### src/rtl/mem_pkg.sv
// Shared width codes, controller state encoding and the request legality rule
// used by the data memory controller.
package mem_pkg;

    localparam logic [1:0] MEM_W_NONE = 2'd0;
    localparam logic [1:0] MEM_W_B    = 2'd1;
    localparam logic [1:0] MEM_W_H    = 2'd2;
    localparam logic [1:0] MEM_W_W    = 2'd3;

    typedef enum logic [2:0] {
        IDLE,
        ACCESS,
        WAIT,
        RESP,
        ERR
    } mem_ctrl_state_t;

    // Illegal width, or a half/word access that straddles its natural boundary.
    function automatic logic bad_request(input logic [1:0] width, input logic [1:0] addr_lo);
        return (width == MEM_W_NONE)
            || (width == MEM_W_H && addr_lo[0])
            || (width == MEM_W_W && addr_lo != 2'b00);
    endfunction

endpackage

### src/rtl/load_data_aligner.sv
// Combinational load path: selects the addressed byte/half from the SRAM word
// and sign- or zero-extends it to 32 bits.
module load_data_aligner
    import mem_pkg::*;
(
    input  logic [31:0] rdata,
    input  logic [1:0]  addr,
    input  logic [1:0]  width,
    input  logic        unsigned_load,
    output logic [31:0] data
);

    logic [31:0] shifted;

    // NOTE: every always_comb output gets a default first so no path leaves it unassigned (no latch).
    always_comb begin
        shifted = rdata >> {addr, 3'b000};
        data    = '0;
        case (width)
            MEM_W_B: data = {{24{~unsigned_load & shifted[7]}}, shifted[7:0]};
            MEM_W_H: data = {{16{~unsigned_load & shifted[15]}}, shifted[15:0]};
            MEM_W_W: data = rdata;
            default: data = '0;
        endcase
    end

endmodule

### src/rtl/data_memory_controller.sv
// Single-outstanding load/store controller in front of the data SRAM: alignment
// check, byte-lane generation, fixed read-latency wait and one-cycle response.
module data_memory_controller
    import mem_pkg::*;
#(
    parameter int ADDR_WIDTH   = 32,
    parameter int DATA_WIDTH   = 32,
    parameter int READ_LATENCY = 1
) (
    input  logic                  clk,
    input  logic                  rst,
    input  logic                  req_valid,
    output logic                  req_ready,
    input  logic                  req_write,
    input  logic [1:0]            req_width,
    input  logic                  req_unsigned,
    input  logic [ADDR_WIDTH-1:0] req_addr,
    input  logic [DATA_WIDTH-1:0] req_wdata,
    output logic                  rsp_valid,
    output logic [DATA_WIDTH-1:0] rsp_rdata,
    output logic                  rsp_error,
    output logic                  mem_cs,
    output logic                  mem_we,
    output logic [3:0]            mem_be,
    output logic [ADDR_WIDTH-3:0] mem_addr,
    output logic [DATA_WIDTH-1:0] mem_wdata,
    input  logic [DATA_WIDTH-1:0] mem_rdata
);

    mem_ctrl_state_t       state_q, state_d;
    logic                  cap_write;
    logic [1:0]            cap_width;
    logic                  cap_unsigned;
    logic [ADDR_WIDTH-1:0] cap_addr;
    logic [DATA_WIDTH-1:0] cap_wdata;
    logic [2:0]            lat_cnt;
    logic                  accept;
    logic [3:0]            be_store;
    logic [DATA_WIDTH-1:0] wdata_rep;
    logic [31:0]           load_data;

    assign accept = req_valid && (state_q == IDLE);

    always_comb begin
        state_d = state_q;
        case (state_q)
            IDLE:    if (accept) state_d = bad_request(req_width, req_addr[1:0]) ? ERR : ACCESS;
            ACCESS:  state_d = (cap_write || READ_LATENCY == 1) ? RESP : WAIT;
            WAIT:    if (lat_cnt == 3'd1) state_d = RESP;
            RESP:    state_d = IDLE;
            ERR:     state_d = IDLE;
            default: state_d = IDLE;
        endcase
    end

    // NOTE: sequential state uses non-blocking assignments only; capture registers are
    // reset too so outputs derived from them are never X after reset.
    always_ff @(posedge clk or posedge rst) begin
        if (rst) begin
            state_q      <= IDLE;
            cap_write    <= 1'b0;
            cap_width    <= MEM_W_NONE;
            cap_unsigned <= 1'b0;
            cap_addr     <= '0;
            cap_wdata    <= '0;
            lat_cnt      <= '0;
        end else begin
            state_q <= state_d;
            if (accept) begin
                cap_write    <= req_write;
                cap_width    <= req_width;
                cap_unsigned <= req_unsigned;
                cap_addr     <= req_addr;
                cap_wdata    <= req_wdata;
            end
            // WAIT counts down from READ_LATENCY-1 and hands over to RESP at 1.
            if (state_q == ACCESS)
                lat_cnt <= 3'(READ_LATENCY - 1);
            else if (state_q == WAIT)
                lat_cnt <= lat_cnt - 3'd1;
        end
    end

    always_comb begin
        be_store  = 4'b0000;
        wdata_rep = '0;
        case (cap_width)
            MEM_W_B: begin
                be_store  = 4'b0001 << cap_addr[1:0];
                wdata_rep = {4{cap_wdata[7:0]}};
            end
            MEM_W_H: begin
                be_store  = cap_addr[1] ? 4'b1100 : 4'b0011;
                wdata_rep = {2{cap_wdata[15:0]}};
            end
            MEM_W_W: begin
                be_store  = 4'b1111;
                wdata_rep = cap_wdata;
            end
            default: begin
                be_store  = 4'b0000;
                wdata_rep = '0;
            end
        endcase
    end

    load_data_aligner u_aligner (
        .rdata         (mem_rdata),
        .addr          (cap_addr[1:0]),
        .width         (cap_width),
        .unsigned_load (cap_unsigned),
        .data          (load_data)
    );

    assign req_ready = (state_q == IDLE);
    assign mem_cs    = (state_q == ACCESS);
    assign mem_we    = mem_cs && cap_write;
    assign mem_be    = mem_cs ? (cap_write ? be_store : 4'b1111) : 4'b0000;
    assign mem_addr  = mem_cs ? cap_addr[ADDR_WIDTH-1:2] : '0;
    assign mem_wdata = mem_we ? wdata_rep : '0;
    assign rsp_valid = (state_q == RESP) || (state_q == ERR);
    assign rsp_error = (state_q == ERR);
    assign rsp_rdata = (state_q == RESP && !cap_write) ? load_data : '0;

endmodule

### config.mk
export PLATFORM = sky130hd
export DESIGN_NAME = data_memory_controller
export DESIGN_NICKNAME = d
export VERILOG_FILES = /design/src/rtl/mem_pkg.sv /design/src/rtl/load_data_aligner.sv /design/src/rtl/data_memory_controller.sv
export SDC_FILE = /design/constraint.sdc
export NUM_CORES = 1
export LEC_CHECK = 0
export CORE_MARGIN = 2
export CORE_UTILIZATION = 40
export DETAILED_ROUTE_END_ITERATION = 16
export GPL_ROUTABILITY_DRIVEN = 0
export PLACE_DENSITY = 0.86
export SLEW_MARGIN = 20
export SYNTH_ARGS = -nofsm -noshare
export SYNTH_HDL_FRONTEND = slang
export SYNTH_SLANG_ARGS = --single-unit
export TNS_END_PERCENT = 100
### constraint.sdc
create_clock -name clk -period 3.59 [get_ports clk]
set_clock_uncertainty 0.15 [all_clocks]
set_input_delay 0.718 -clock clk [delete_from_list [all_inputs] [get_ports clk]]
set_output_delay 0.718 -clock clk [all_outputs]
set_load 0.01 [all_outputs]
; ---- Yosys cells after proc, flatten, opt, wreduce, memory -nomap -nowiden
; Cells that the tools add are included.
[totals]
out_inout_bits = 103
word_cells = 54
ff_bits = 74
input_bits = 103
[op_classes]
bitwise = 3
muxes = 15
reduce_logical = 14
n_eq_ne = 12
shifts = 2
n_addsub = 1
[ops]
columns = cell, n
row1 = 32-bit case mux with 3 select lines, 2
row2 = 32-bit two-way mux, 2
row3 = 32-bit by 5-bit right shift with 16-bit output, 1
row4 = 30-bit two-way mux, 1
row5 = 3-bit two-way mux, 5
row6 = 4-bit two-way mux, 3
row7 = 4-bit case mux with 3 select lines, 1
row8 = 3-bit case mux with 3 select lines, 1
row9 = "2-bit == test, second input constant", 4
row10 = "3-bit by 1-bit == test with 1-bit output, second input constant", 2
row11 = "3-bit by 2-bit == test with 1-bit output, second input constant", 2
row12 = 1-bit logical AND, 5
row13 = 2-bit nonzero test, 2
row14 = "1-bit by 2-bit left shift with 4-bit output, first input constant", 1
row15 = "3-bit == test, second input constant", 1
row16 = 3-bit zero test, 1
row17 = 1-bit logical OR, 3
row18 = "3-bit by 1-bit subtractor with 3-bit output, second input constant", 1
row19 = 1-bit AND, 2
row20 = "2-bit by 1-bit == test with 1-bit output, second input constant", 1
row21 = 2-bit zero test, 1
row22 = "2-bit by 1-bit inequality test with 1-bit output, second input constant", 1
row23 = "2-bit inequality test, second input constant", 1
row24 = 2-bit AND reduction, 1
row25 = other kinds (2), 2

; ---- Longest topological paths before layout
[depth]
ltp_word = 7
ltp_mapped = 8
ltp_nobuf = 6

; ---- Modules after synthesis
; A second synthesis with hierarchy kept.
[unflattened]
hier_cells = 493
hier_area_um2 = 4867.2
[modules_own_cells]
columns = module, cells_per_inst, area_each_um2, seq_area_each_um2, instances
row1 = data_memory_controller, 376, 4022.6, 1851.8, 1
row2 = load_data_aligner, 117, 844.6, 0.0, 1

; ---- Worst setup path before layout
; No wires, ideal clock.
[synth_path]
path_kind = input port to output port
from = input port mem_rdata[31]
to = output port rsp_rdata[21]
slack_ns = 0.959
path_buffers = 1
stages = 5
t_arrival_ns = 1.763
required_ns = 2.722
cell_sequence = mux4_2 nand3b_4 o2bb2ai_4 buf_6 a21o_1
[synth_between]
elab_chain_len = 4
elab_cells_between_ends = 5
classes_between = shift (1) / mux (2) / bitwise (2)
[synth_lines]
columns = element, line
row1 = "start, declared", data_memory_controller.sv:27  ; input logic [DATA_WIDTH-1:0] mem_rdata
row2 = 32-bit by 5-bit right shift with 16-bit output (*), load_data_aligner.sv:17  ; shifted = rdata >> {addr, 3'b000};
row3 = "1-bit AND, on equally long branches", "load_data_aligner.sv:21, load_data_aligner.sv:20"
row4 = 32-bit case mux with 3 select lines (*), load_data_aligner.sv:19  ; case (width)
row5 = 32-bit two-way mux (*), data_memory_controller.sv:123  ; assign rsp_rdata = (state_q == RESP && !cap_write) ? load_data : '0;
row6 = "end, declared", data_memory_controller.sv:20  ; output logic [DATA_WIDTH-1:0] rsp_rdata,
; Mark *: on every way between the ends. The rest lies on a longest branch, timed or not.

; ---- Worst setup path after layout
[layout_path]
from = input port mem_rdata[23]
to = output port rsp_rdata[18]
; The elaborated chain is that of the path after synthesis.

==> flow_summary.json <==
{
  "synth_nets": 545,
  "drv_slew": 0,
  "grt_overflow_total": 0,
  "clk_path_buf_depth": 2,
  "place_ws_ps": 37.6,
  "core-area_mm2": 0.0110,
  "crit_type": "primary input to output pin",
  "clock.fmax_mhz": 283,
  "rsz0062_at_grt": "false",
  "routed_wirelength_um": 13900,
  "ant_nets": 0,
  "htreeDepth": 3,
  "placed_area_mm2": 0.00671,
  "syn_area_mm2": 0.00455,
  "dp_cells": 762,
  "cap_violations": 0,
  "grt_pass1_wl_um": 21900,
  "drtIter0Drc": 299,
  "dpl.hpwl_um": 10600,
  "status": "finished, final reports clean",
  "drt_first_pass_iters": 4,
  "syn-instance-count": 440,
  "post-route-period-util_pct": 98.4,
  "crit_fanout": 8,
  "top_usage_layer": "met2",
  "setup_ws_ps": 57.0,
  "slew_headroom_pct": 58.1,
  "antenna-diode-count": 0,
  "hp-start": "cap_addr[26]$_DFFE_PP0P_",
  "yosys_register_bits": 74,
  "io_pins": 206,
  "wl_per_cell_um": 17.9,
  "cp-end-kind": "output pin",
  "ir_worst_vdd_mv": 0.449,
  "worstMarginPinSlew_ps": 627,
  "tns_ps": 0,
  "layoutNonFillerInstCount": 778,
  "worstReg2RegStart": "state_q[1]$_DFFE_PP0P_",
  "path_clk_slew_ps": 60,
  "cp.arrival_ps": 2670,
  "met2_usage_pct": 36.9,
  "numPortBuffers": 205,
  "final_cell_mix": "204 x clkdlybuf4s50_1, 72 x dfrtp_1, 58 x mux2_2",
  "finalSetupViolCount": 0,
  "cts_sinks": 74,
  "fp.dieArea_mm2": 0.0122,
  "first_global_vias": 4433,
  "synth.yosys.seq_area_share_pct": 40.7,
  "start_util_pct": 41.4,
  "grt_use_met3_pct": 5.38,
  "power_density_mw_per_mm2": 718,
  "antenna_found_initial": 0,
  "startpoint": "mem_rdata[23]",
  "clkLatencyLatePin_ps": 320,
  "min_period_ps": 3530,
  "syn_area_per_cell_um2": 10.3,
  "drive_gt1_share_pct": 17.1,
  "synth_cell_types": 47,
  "chipWidth_um": 111,
  "cts_root_buf": "clkbuf_16",
  "ys_warn_count": 0,
  "grt_usage_pct": 21.8,
  "critPathLaunchType": "primary input",
  "numCtsBuffers": 9,
  "grt_max_degree": 69,
  "finalHoldViolations": 0,
  "synth_edf_count": 0,
  "grtUsageMet1_pct": 25.2,
  "die_y_um": 111,
  "synthArstFlopShare_pct": 100,
  "synth_ff_type": "dfrtp_1",
  "leakage_nw": 2.85,
  "rows": 38,
  "vias": 4323,
  "fin_area_mm2": 0.00701,
  "final_common_cell": "clkdlybuf4s50_1",
  "hold_path.class": "flip-flop to flip-flop",
  "avgViaCountPerCell": 5.56,
  "nets": 739,
  "area_delta_synth_final_pct": 54.0,
  "cts_tree": "built",
  "cp_data_required_time_ps": 2720,
  "n_fill_cell": 907,
  "remaining_drc_errors": 0
}
==> layer usage <==
layer	vias to the layer above	wire length [µm]	part of all wire, %
met1	2080	5460	39
met5	-	0	0
li1	1966	-	-
met2	224	6790	49
met4	0	680	4.9
met3	53	1010	7.3
==> layout make-up <==
cell class              count  area (µm²)  area share [%]
multi-input cells         323        2490            35.6
inverters                   7        26.3           0.375
clock buffers               9         225            3.21
repair buffers            219        2200            31.4
flip-flops and latches     74        1850            26.5
well taps                 140         175            2.50
clock inverters             6        35.0           0.500
==> flip-flops by register name, indices dropped and copies added (netlist names) <==
register,cells
cap_addr,32
cap_wdata,32
lat_cnt,3
state_q,3
cap_width,2
cap_unsigned,1
cap_write,1
==> synthesized netlist by cell type (2+ instances only) <==
cell       number  area (µm²)
buf_1           2        7.51
nor3_1          2        10.0
nor2_1         29         109
o2bb2ai_1       8        70.1
a211oi_1        8        60.1
o21ai_0         9        45.0
inv_1           5        18.8
a21oi_1        42         210
buf_6           5        56.3
nand2b_1        3        18.8
mux2i_1         9        90.1
buf_4           6        45.0
mux2_2         58         653
and2_1         40         250
a21o_2          7        61.3
a21boi_0        2        15.0
buf_2          13        65.1
nor2b_1        12        75.1
dfrtp_1        74        1850
mux2_1         17         191
a22oi_1        22         165
clkbuf_1       11        41.3
nand2_1        15        56.3
ha_1            2        25.0
a21o_1         11        82.6
a22o_1          7        61.3
==> per-stage QoR <==
stage	utilization [%]	hold WS (ps)	total power, mW
final	63.8	326	5.03
after global routing	63.8	348	5.39
after CTS	63.4	331	5.04
after detailed placement	61.1	317	4.23
after global placement	61.1	309	4.11
after floorplan	-	299	3.30
==> critical path, cell delays in order <==
cell             delay [ps]
clkdlybuf4s50_1         490
mux4_2                  520
nand3b_4                140
o2bb2ai_4               110
a21o_2                  220
clkdlybuf4s50_1         470
==> power by group <==
| part | internal, mW | total [mW] | switching, mW |
|---|---|---|---|
| Sequential | 1.26 | 1.62 | 0.355 |
| Clock | 0.458 | 0.784 | 0.326 |
| Combinational | 1.40 | 2.63 | 1.24 |
| Total | 3.12 | 5.03 | 1.92 |
==> cell families after synthesis <==
logic type	synth area share (%)
compound gates	18.2
xor+xnor	0.193
fa+ha+maj	0.770
buf+inv	5.31
flops	40.7
mux	21.0
simple gates	13.8
==> path summary, 6_finish.rpt <==
path	to	slack, ps	cells past startpoint
worst min register to register	cap_addr[26]$_DFFE_PP0P_	330	1
min in group asynchronous	cap_addr[26]$_DFFE_PP0P_	660	2
worst max-delay path	rsp_rdata[18]	60	6
worst max register to register	cap_wdata[8]$_DFFE_PP0P_	1610	4
worst min-delay path	cap_addr[26]$_DFFE_PP0P_	330	1
max in group asynchronous	cap_wdata[6]$_DFFE_PP0P_	1950	3
==> what timing repair did <==
item,4_1_cts,5_1_grt
endpoints found under the setup margin,0,19
resized for setup,0,5
hold buffers,0,0
setup buffers,0,0
No activity file was read; power rests on OpenSTA's default activity.
